===== src/rtl/alu16_sequencer.sv =====
// rtl/alu16_sequencer.sv - 16-bit operation sequencer over an 8-bit combinational ALU
//
// Runs each 16-bit request through the external 8-bit ALU in two passes.
// The low byte goes first, then the high byte. The carry is chained
// between the slices for add, sub and lt.
//
// Ports:
//   Clk, Reset            clock; synchronous active-low reset
//   InValid/InReady       request handshake; OpA, OpB, Op are captured at accept
//   OutValid/OutReady     response handshake; Result, CarryOut
//   AluA/AluB/AluOp/AluOverflowIn   drives to the ALU (0 when IDLE or DONE)
//   AluOut/AluOverflowOut           ALU results, sampled at the end of LO and HI
module alu16_sequencer (
  input  logic        Clk,
  input  logic        Reset,
  input  logic        InValid,
  output logic        InReady,
  input  logic [15:0] OpA,
  input  logic [15:0] OpB,
  input  logic [3:0]  Op,
  output logic        OutValid,
  input  logic        OutReady,
  output logic [15:0] Result,
  output logic        CarryOut,
  output logic [7:0]  AluA,
  output logic [7:0]  AluB,
  output logic [3:0]  AluOp,
  output logic        AluOverflowIn,
  input  logic [7:0]  AluOut,
  input  logic        AluOverflowOut
);

  localparam logic [3:0] OP_ADD  = 4'b0000;
  localparam logic [3:0] OP_SUB  = 4'b0001;
  localparam logic [3:0] OP_NAND = 4'b0110;
  localparam logic [3:0] OP_OR   = 4'b0111;
  localparam logic [3:0] OP_LT   = 4'b1101;
  localparam logic [3:0] OP_EQL  = 4'b1110;

  typedef enum logic [1:0] {IDLE, LO, HI, DONE} state_t;

  state_t      state;
  logic [15:0] a_q;
  logic [15:0] b_q;
  logic [3:0]  op_q;
  logic [7:0]  lo_res;
  logic        lo_c;

  logic is_neg;    // sub and lt: A + ~B + 1
  logic is_arith;  // add, sub, lt share the adder and the carry chain
  logic is_logic;
  logic is_eql;
  logic busy;
  logic [7:0] slice_a;
  logic [7:0] slice_b;

  always_comb begin
    is_neg   = (op_q == OP_SUB) || (op_q == OP_LT);
    is_arith = (op_q == OP_ADD) || is_neg;
    is_logic = (op_q == OP_NAND) || (op_q == OP_OR);
    is_eql   = (op_q == OP_EQL);
    busy     = (state == LO) || (state == HI);
    slice_a  = (state == HI) ? a_q[15:8] : a_q[7:0];
    slice_b  = (state == HI) ? b_q[15:8] : b_q[7:0];
  end

  assign InReady = Reset && (state == IDLE);

  // ALU drives decode from state and the captured request.
  // Unknown opcodes leave every drive at 0.
  always_comb begin
    AluA          = 8'h00;
    AluB          = 8'h00;
    AluOp         = 4'b0000;
    AluOverflowIn = 1'b0;
    if (busy) begin
      if (is_arith) begin
        AluA          = slice_a;
        AluB          = is_neg ? ~slice_b : slice_b;
        AluOp         = OP_ADD;
        AluOverflowIn = (state == LO) ? is_neg : lo_c;
      end else if (is_logic) begin
        AluA  = slice_a;
        AluB  = slice_b;
        AluOp = op_q;
      end else if (is_eql) begin
        AluA  = slice_a;
        AluB  = slice_b;
        AluOp = OP_EQL;
      end
    end
  end

  always_ff @(posedge Clk) begin
    if (!Reset) begin
      state    <= IDLE;
      a_q      <= 16'h0000;
      b_q      <= 16'h0000;
      op_q     <= 4'b0000;
      lo_res   <= 8'h00;
      lo_c     <= 1'b0;
      Result   <= 16'h0000;
      CarryOut <= 1'b0;
      OutValid <= 1'b0;
    end else begin
      case (state)
        IDLE: begin
          if (InValid) begin
            a_q   <= OpA;
            b_q   <= OpB;
            op_q  <= Op;
            state <= LO;
          end
        end
        LO: begin
          lo_res <= AluOut;
          lo_c   <= AluOverflowOut;
          state  <= HI;
        end
        HI: begin
          if (op_q == OP_LT) begin
            // Bit 15 of the difference is bit 7 of the high slice.
            Result   <= {15'b0, AluOut[7]};
            CarryOut <= AluOverflowOut;
          end else if (is_arith) begin
            Result   <= {AluOut, lo_res};
            CarryOut <= AluOverflowOut;
          end else if (is_logic) begin
            Result   <= {AluOut, lo_res};
            CarryOut <= 1'b0;
          end else if (is_eql) begin
            Result   <= {15'b0, lo_res[0] & AluOut[0]};
            CarryOut <= 1'b0;
          end else begin
            Result   <= 16'h0000;
            CarryOut <= 1'b0;
          end
          OutValid <= 1'b1;
          state    <= DONE;
        end
        DONE: begin
          if (OutReady) begin
            OutValid <= 1'b0;
            state    <= IDLE;
          end
        end
        default: state <= IDLE;
      endcase
    end
  end

endmodule


===== config.mk =====
export PLATFORM = sky130hd
export DESIGN_NAME = alu16_sequencer
export DESIGN_NICKNAME = d
export VERILOG_FILES = /design/src/rtl/alu16_sequencer.sv
export SDC_FILE = /design/constraint.sdc
export NUM_CORES = 1
export LEC_CHECK = 0
export BUFFER_PORTS_ARGS = -buffer_cell sky130_fd_sc_hd__buf_2
export CORE_ASPECT_RATIO = 2
export CORE_UTILIZATION = 32
export DETAILED_ROUTE_END_ITERATION = 8
export PLACE_DENSITY = 0.63
export SETUP_SLACK_MARGIN = 0.5
export SYNTH_ARGS = -nofsm -noshare
export SYNTH_HDL_FRONTEND = slang
export SYNTH_SLANG_ARGS = --single-unit

===== constraint.sdc =====
create_clock -name Clk -period 1.7 [get_ports Clk]
set_clock_uncertainty 0.05 [all_clocks]
set_input_delay 0.085 -clock Clk [delete_from_list [all_inputs] [get_ports Clk]]
set_output_delay 0.085 -clock Clk [all_outputs]
set_load 0.1 [all_outputs]

==> impl_metrics.py <==
metrics = {
    "status": {
        "status": "finished, violations left",
        "violated_checks": "negative setup slack",
    },
    "cells_and_area": {
        "finalNetCount": 591,
        "areaGrowthSynthToFinish_pct": 117,
        "post_layout_nonfiller_instances": 642,
        "postLayoutCoreUtil_pct": 72.5,
        "diodes": 0,
        "final_area_sq_mm": 0.00632,
        "post_route_cells_drive_above_1_share_pct": 61.6,
        "filler_cell_count": 531,
    },
    "power_and_ir_drop": {
        "clock_power_share_pct": 15.4,
        "internal-power_mw": 6.26,
        "worst_ir_drop_on_vdd_mv": 1.31,
        "seq_power_share_pct": 18.7,
        "net-switching-power_mw": 5.26,
        "cellLeakagePower_nw": 2.56,
        "power_frac_comb_pct": 65.8,
        "design_power_total_mw": 11.5,
        "netSwitchingFraction_pct": 45.7,
        "powerDensity_mw_per_mm2": 1820,
    },
    "global_route": {
        "vias_in_the_first_global_route": 3642,
        "grt_antenna_before_repair": 0,
        "global_route_wire_length_before_repair_um": 18600,
        "grt_max_degree": 27,
        "global_route.usage.total_pct": 26.2,
        "overall_overflow_remaining_after_global_route": 0,
    },
    "die": {
        "die_area_sq_mm": 0.00950,
        "die_height_um": 137,
        "row_count": 48,
        "floorplan.initialDensity_pct": 33.4,
        "fp.dieW_um": 69.4,
        "ios": 89,
        "core-area_sq_mm": 0.00871,
    },
    "drt": {
        "wl_um": 13600,
        "drc": 0,
        "dr.first_iter.drc_count": 90,
        "drt.antenna.violating_nets": 0,
        "detail_route.wl_per_cell_um": 21.2,
        "avgViaCountPerCell": 5.44,
        "num_vias": 3495,
        "drt_first_pass_iters": 4,
    },
    "worst_setup_path": {
        "crit_path_start_kind": "flop",
        "cp_max_fo": 8,
        "reg2reg_setup_slack_ps": 20,
        "critPathRequiredTime_ps": 1560,
        "critPathArrivalTime_ps": 1940,
        "critPathCaptureType": "primary output",
        "criticalPathCategory": "flop to primary output",
    },
    "yosys": {
        "synthSimpleGateAreaFrac_pct": 21.4,
        "synth_top_family_by_area": "simple AND/OR/NAND/NOR gates",
        "synth-adder-area-share_pct": 2.15,
        "synth-compound-area-share_pct": 20.0,
        "ys_types": 42,
        "synth_sequential_area_ratio_pct": 44.7,
        "synthXorXnorAreaFrac_pct": 0.301,
        "synthesis.yosys.warnings": 0,
        "postSynthNetCount": 410,
        "post_synth_mux_area_share_pct": 6.19,
        "ys_ff_latch": 65,
        "netlist_area_sq_mm": 0.00291,
        "netlist_instances": 356,
        "synth.avg_cell_area_sq_um": 8.17,
    },
    "sta": {
        "timing_hold_violations_final": 0,
        "finalCriticalPeriod_ps": 2070,
        "final_min_period_over_clock_period_pct": 122,
        "rsz0062_at_grt": "yes",
        "postLayoutSetupSlackWorst_ps": -370,
        "report.final.setup_viol": 21,
        "finalMaxSlewViolations": 0,
        "relSlewSlack_pct": 63.4,
        "slew_at_the_pin_closest_to_its_max_slew_limit_ps": 548,
        "max_freq_mhz": 483,
    },
    "clocking": {
        "worst_skew_pair.late_latency_ps": 340,
        "sink_count": 65,
        "cts_tree": "yes",
        "clock_tree.htree_level_count": 3,
        "cts_max_path_buffers": 2,
        "clkTransAtPathRegs_ps": 50,
        "cts_inserted_buffers": 9,
        "ctsRootBufferMaster": "sky130_fd_sc_hd__clkbuf_16",
    },
    "place": {
        "routabilityCongestion": 0.815,
        "placedCellCount": 541,
        "worst_case_setup_slack_after_placement_ps": -116,
        "io_buffer_count": 88,
        "placed_area_sq_mm": 0.00422,
        "dp_hpwl_um": 6140,
    },
    "run": {
        "max-cap-violations": 0,
    },
    "worst_hold_path": {
        "type_of_the_tightest_min_delay_check": "primary input to flop",
    },
}
-- kinds of logic after synthesis --
kind of cell | Yosys count
buffers and inverters | 32
adder cells (fa/ha/maj) | 5
AO/OA/AOI/OAI | 93
XOR/XNOR | 1
AND/OR/NAND/NOR | 143
multiplexers | 17
flip-flops | 65
-- what timing repair did --
action,CTS,global route
hold endpoints to repair,53,0
resized for setup,174,59
hold buffers,46,0
buffers inserted,19,5
pin swaps,87,18
endpoints found under the setup margin,105,87
cloned,15,0
-- state kept, by name, indices dropped and copies added (netlist names) --
name	cells
state	2
CarryOut	1
lo_res	8
lo_c	1
op_q	4
b_q	16
Result	16
OutValid	1
a_q	16
-- path summary, 6_finish.rpt --
kind            start       end  cells after the start
max          state[1]   AluB[2]                      6
min          OutReady  OutValid                      4
min reg2reg    a_q[4]    a_q[4]                      2
max reg2reg  state[1]  state[1]                      7
-- per-stage QoR --
step                      setup TNS [ps]  hold WS, ps
after CTS                          -5400         28.3
after global routing               -6970         70.8
after detailed placement           -1510          280
after global placement              -754          278
final                              -6360         69.0
after floorplan                    -2730          163
-- Yosys cell counts, drive strengths merged --
cell     instances  area (sq um)
xnor2            1          8.76
nor3             2          10.0
nand2b           3          18.8
and3b            1          10.0
a21oi           50           250
buf             13          71.3
o211a            1          10.0
nor2            25          93.8
a211o            2          17.5
a32oi           15           131
clkbuf          14          62.6
nor3b            2          15.0
dfxtp           65          1300
or4              1          7.51
and3             1          6.26
or2              8          50.1
nand2           88           333
nor4             1          6.26
o22ai            8          50.1
inv              5          18.8
a31oi            1          6.26
nand3            2          10.0
o21ai            4          23.8
ha               5          62.6
or3              1          6.26
a21boi           1          7.51
o211ai           8          60.1
mux2i            9          90.1
and2             2          12.5
or3b             2          17.5
a2bb2oi          1          8.76
o2bb2ai          1          8.76
mux2             8          90.1
o31a             1          8.76
nor2b            3          18.8
nand4            1          6.26
-- final cells by class --
type | count | area (sq um) | area share [%]
clock buffer | 12 | 256 | 4.06
clock inverter | 4 | 26.3 | 0.416
inverter | 5 | 31.3 | 0.495
multi-input combinational | 266 | 2470 | 39.1
sequential | 65 | 1320 | 20.9
tap | 100 | 125 | 1.98
timing repair buffer | 190 | 2080 | 33.0
-- power groups by stage --
| stage | clock network [mW] | registers (mW) | logic [mW] |
|---|---|---|---|
| 2_1_floorplan | 0 | 2.40 | 3.16 |
| 4_1_cts | 1.76 | 2.09 | 6.84 |
| 5_1_grt | 1.85 | 2.18 | 7.78 |
| 6_report | 1.78 | 2.16 | 7.59 |
| 3_5_place_dp | 0 | 2.04 | 4.70 |
| 3_3_place_gp | 0 | 2.03 | 4.64 |
-- worst max-delay path, stage by stage (launching register included) --
cell and delay [ps]:
sky130_fd_sc_hd__dfxtp_4 380, sky130_fd_sc_hd__inv_4 50, sky130_fd_sc_hd__ha_4 280, sky130_fd_sc_hd__nand2b_4 60, sky130_fd_sc_hd__a211o_4 380, sky130_fd_sc_hd__o22ai_4 240
sky130_fd_sc_hd__buf_12 200
-- routing by layer --
metal  part of all wire, %  up-vias  wire length, um  track usage (%)
li1                      -     1612                -                -
met1                    33     1697             4430             23.1
met2                    56      129             7670             49.3
met3                   3.6       57              487             6.11
met4                   7.5        0             1020             21.3
met5                     0        -                0                0
-- cells in the final DEF, fill, tap and decap left out, types with 4 or more instances in the layout --
master	netlist	routed
sky130_fd_sc_hd__dfxtp_2	0	4
sky130_fd_sc_hd__a32oi_2	0	4
sky130_fd_sc_hd__buf_16	0	8
sky130_fd_sc_hd__dlygate4sd3_1	0	46
sky130_fd_sc_hd__buf_12	0	33
sky130_fd_sc_hd__clkbuf_16	0	9
sky130_fd_sc_hd__or2_2	8	7
sky130_fd_sc_hd__mux2i_1	9	9
sky130_fd_sc_hd__o22ai_4	0	8
sky130_fd_sc_hd__nand2_2	1	20
sky130_fd_sc_hd__dfxtp_1	65	57
sky130_fd_sc_hd__a21oi_4	0	11
sky130_fd_sc_hd__buf_8	0	4
sky130_fd_sc_hd__nand2_4	0	35
sky130_fd_sc_hd__a32oi_1	15	11
sky130_fd_sc_hd__mux2_2	8	5
sky130_fd_sc_hd__a21oi_2	0	36
sky130_fd_sc_hd__and2_4	0	9
sky130_fd_sc_hd__buf_4	0	35
sky130_fd_sc_hd__buf_6	1	16
sky130_fd_sc_hd__o211ai_1	8	8
sky130_fd_sc_hd__nor2_1	25	25
sky130_fd_sc_hd__nand2_1	87	32
sky130_fd_sc_hd__dfxtp_4	0	4
sky130_fd_sc_hd__buf_2	12	48
No activity file was read; power rests on OpenSTA's default activity.
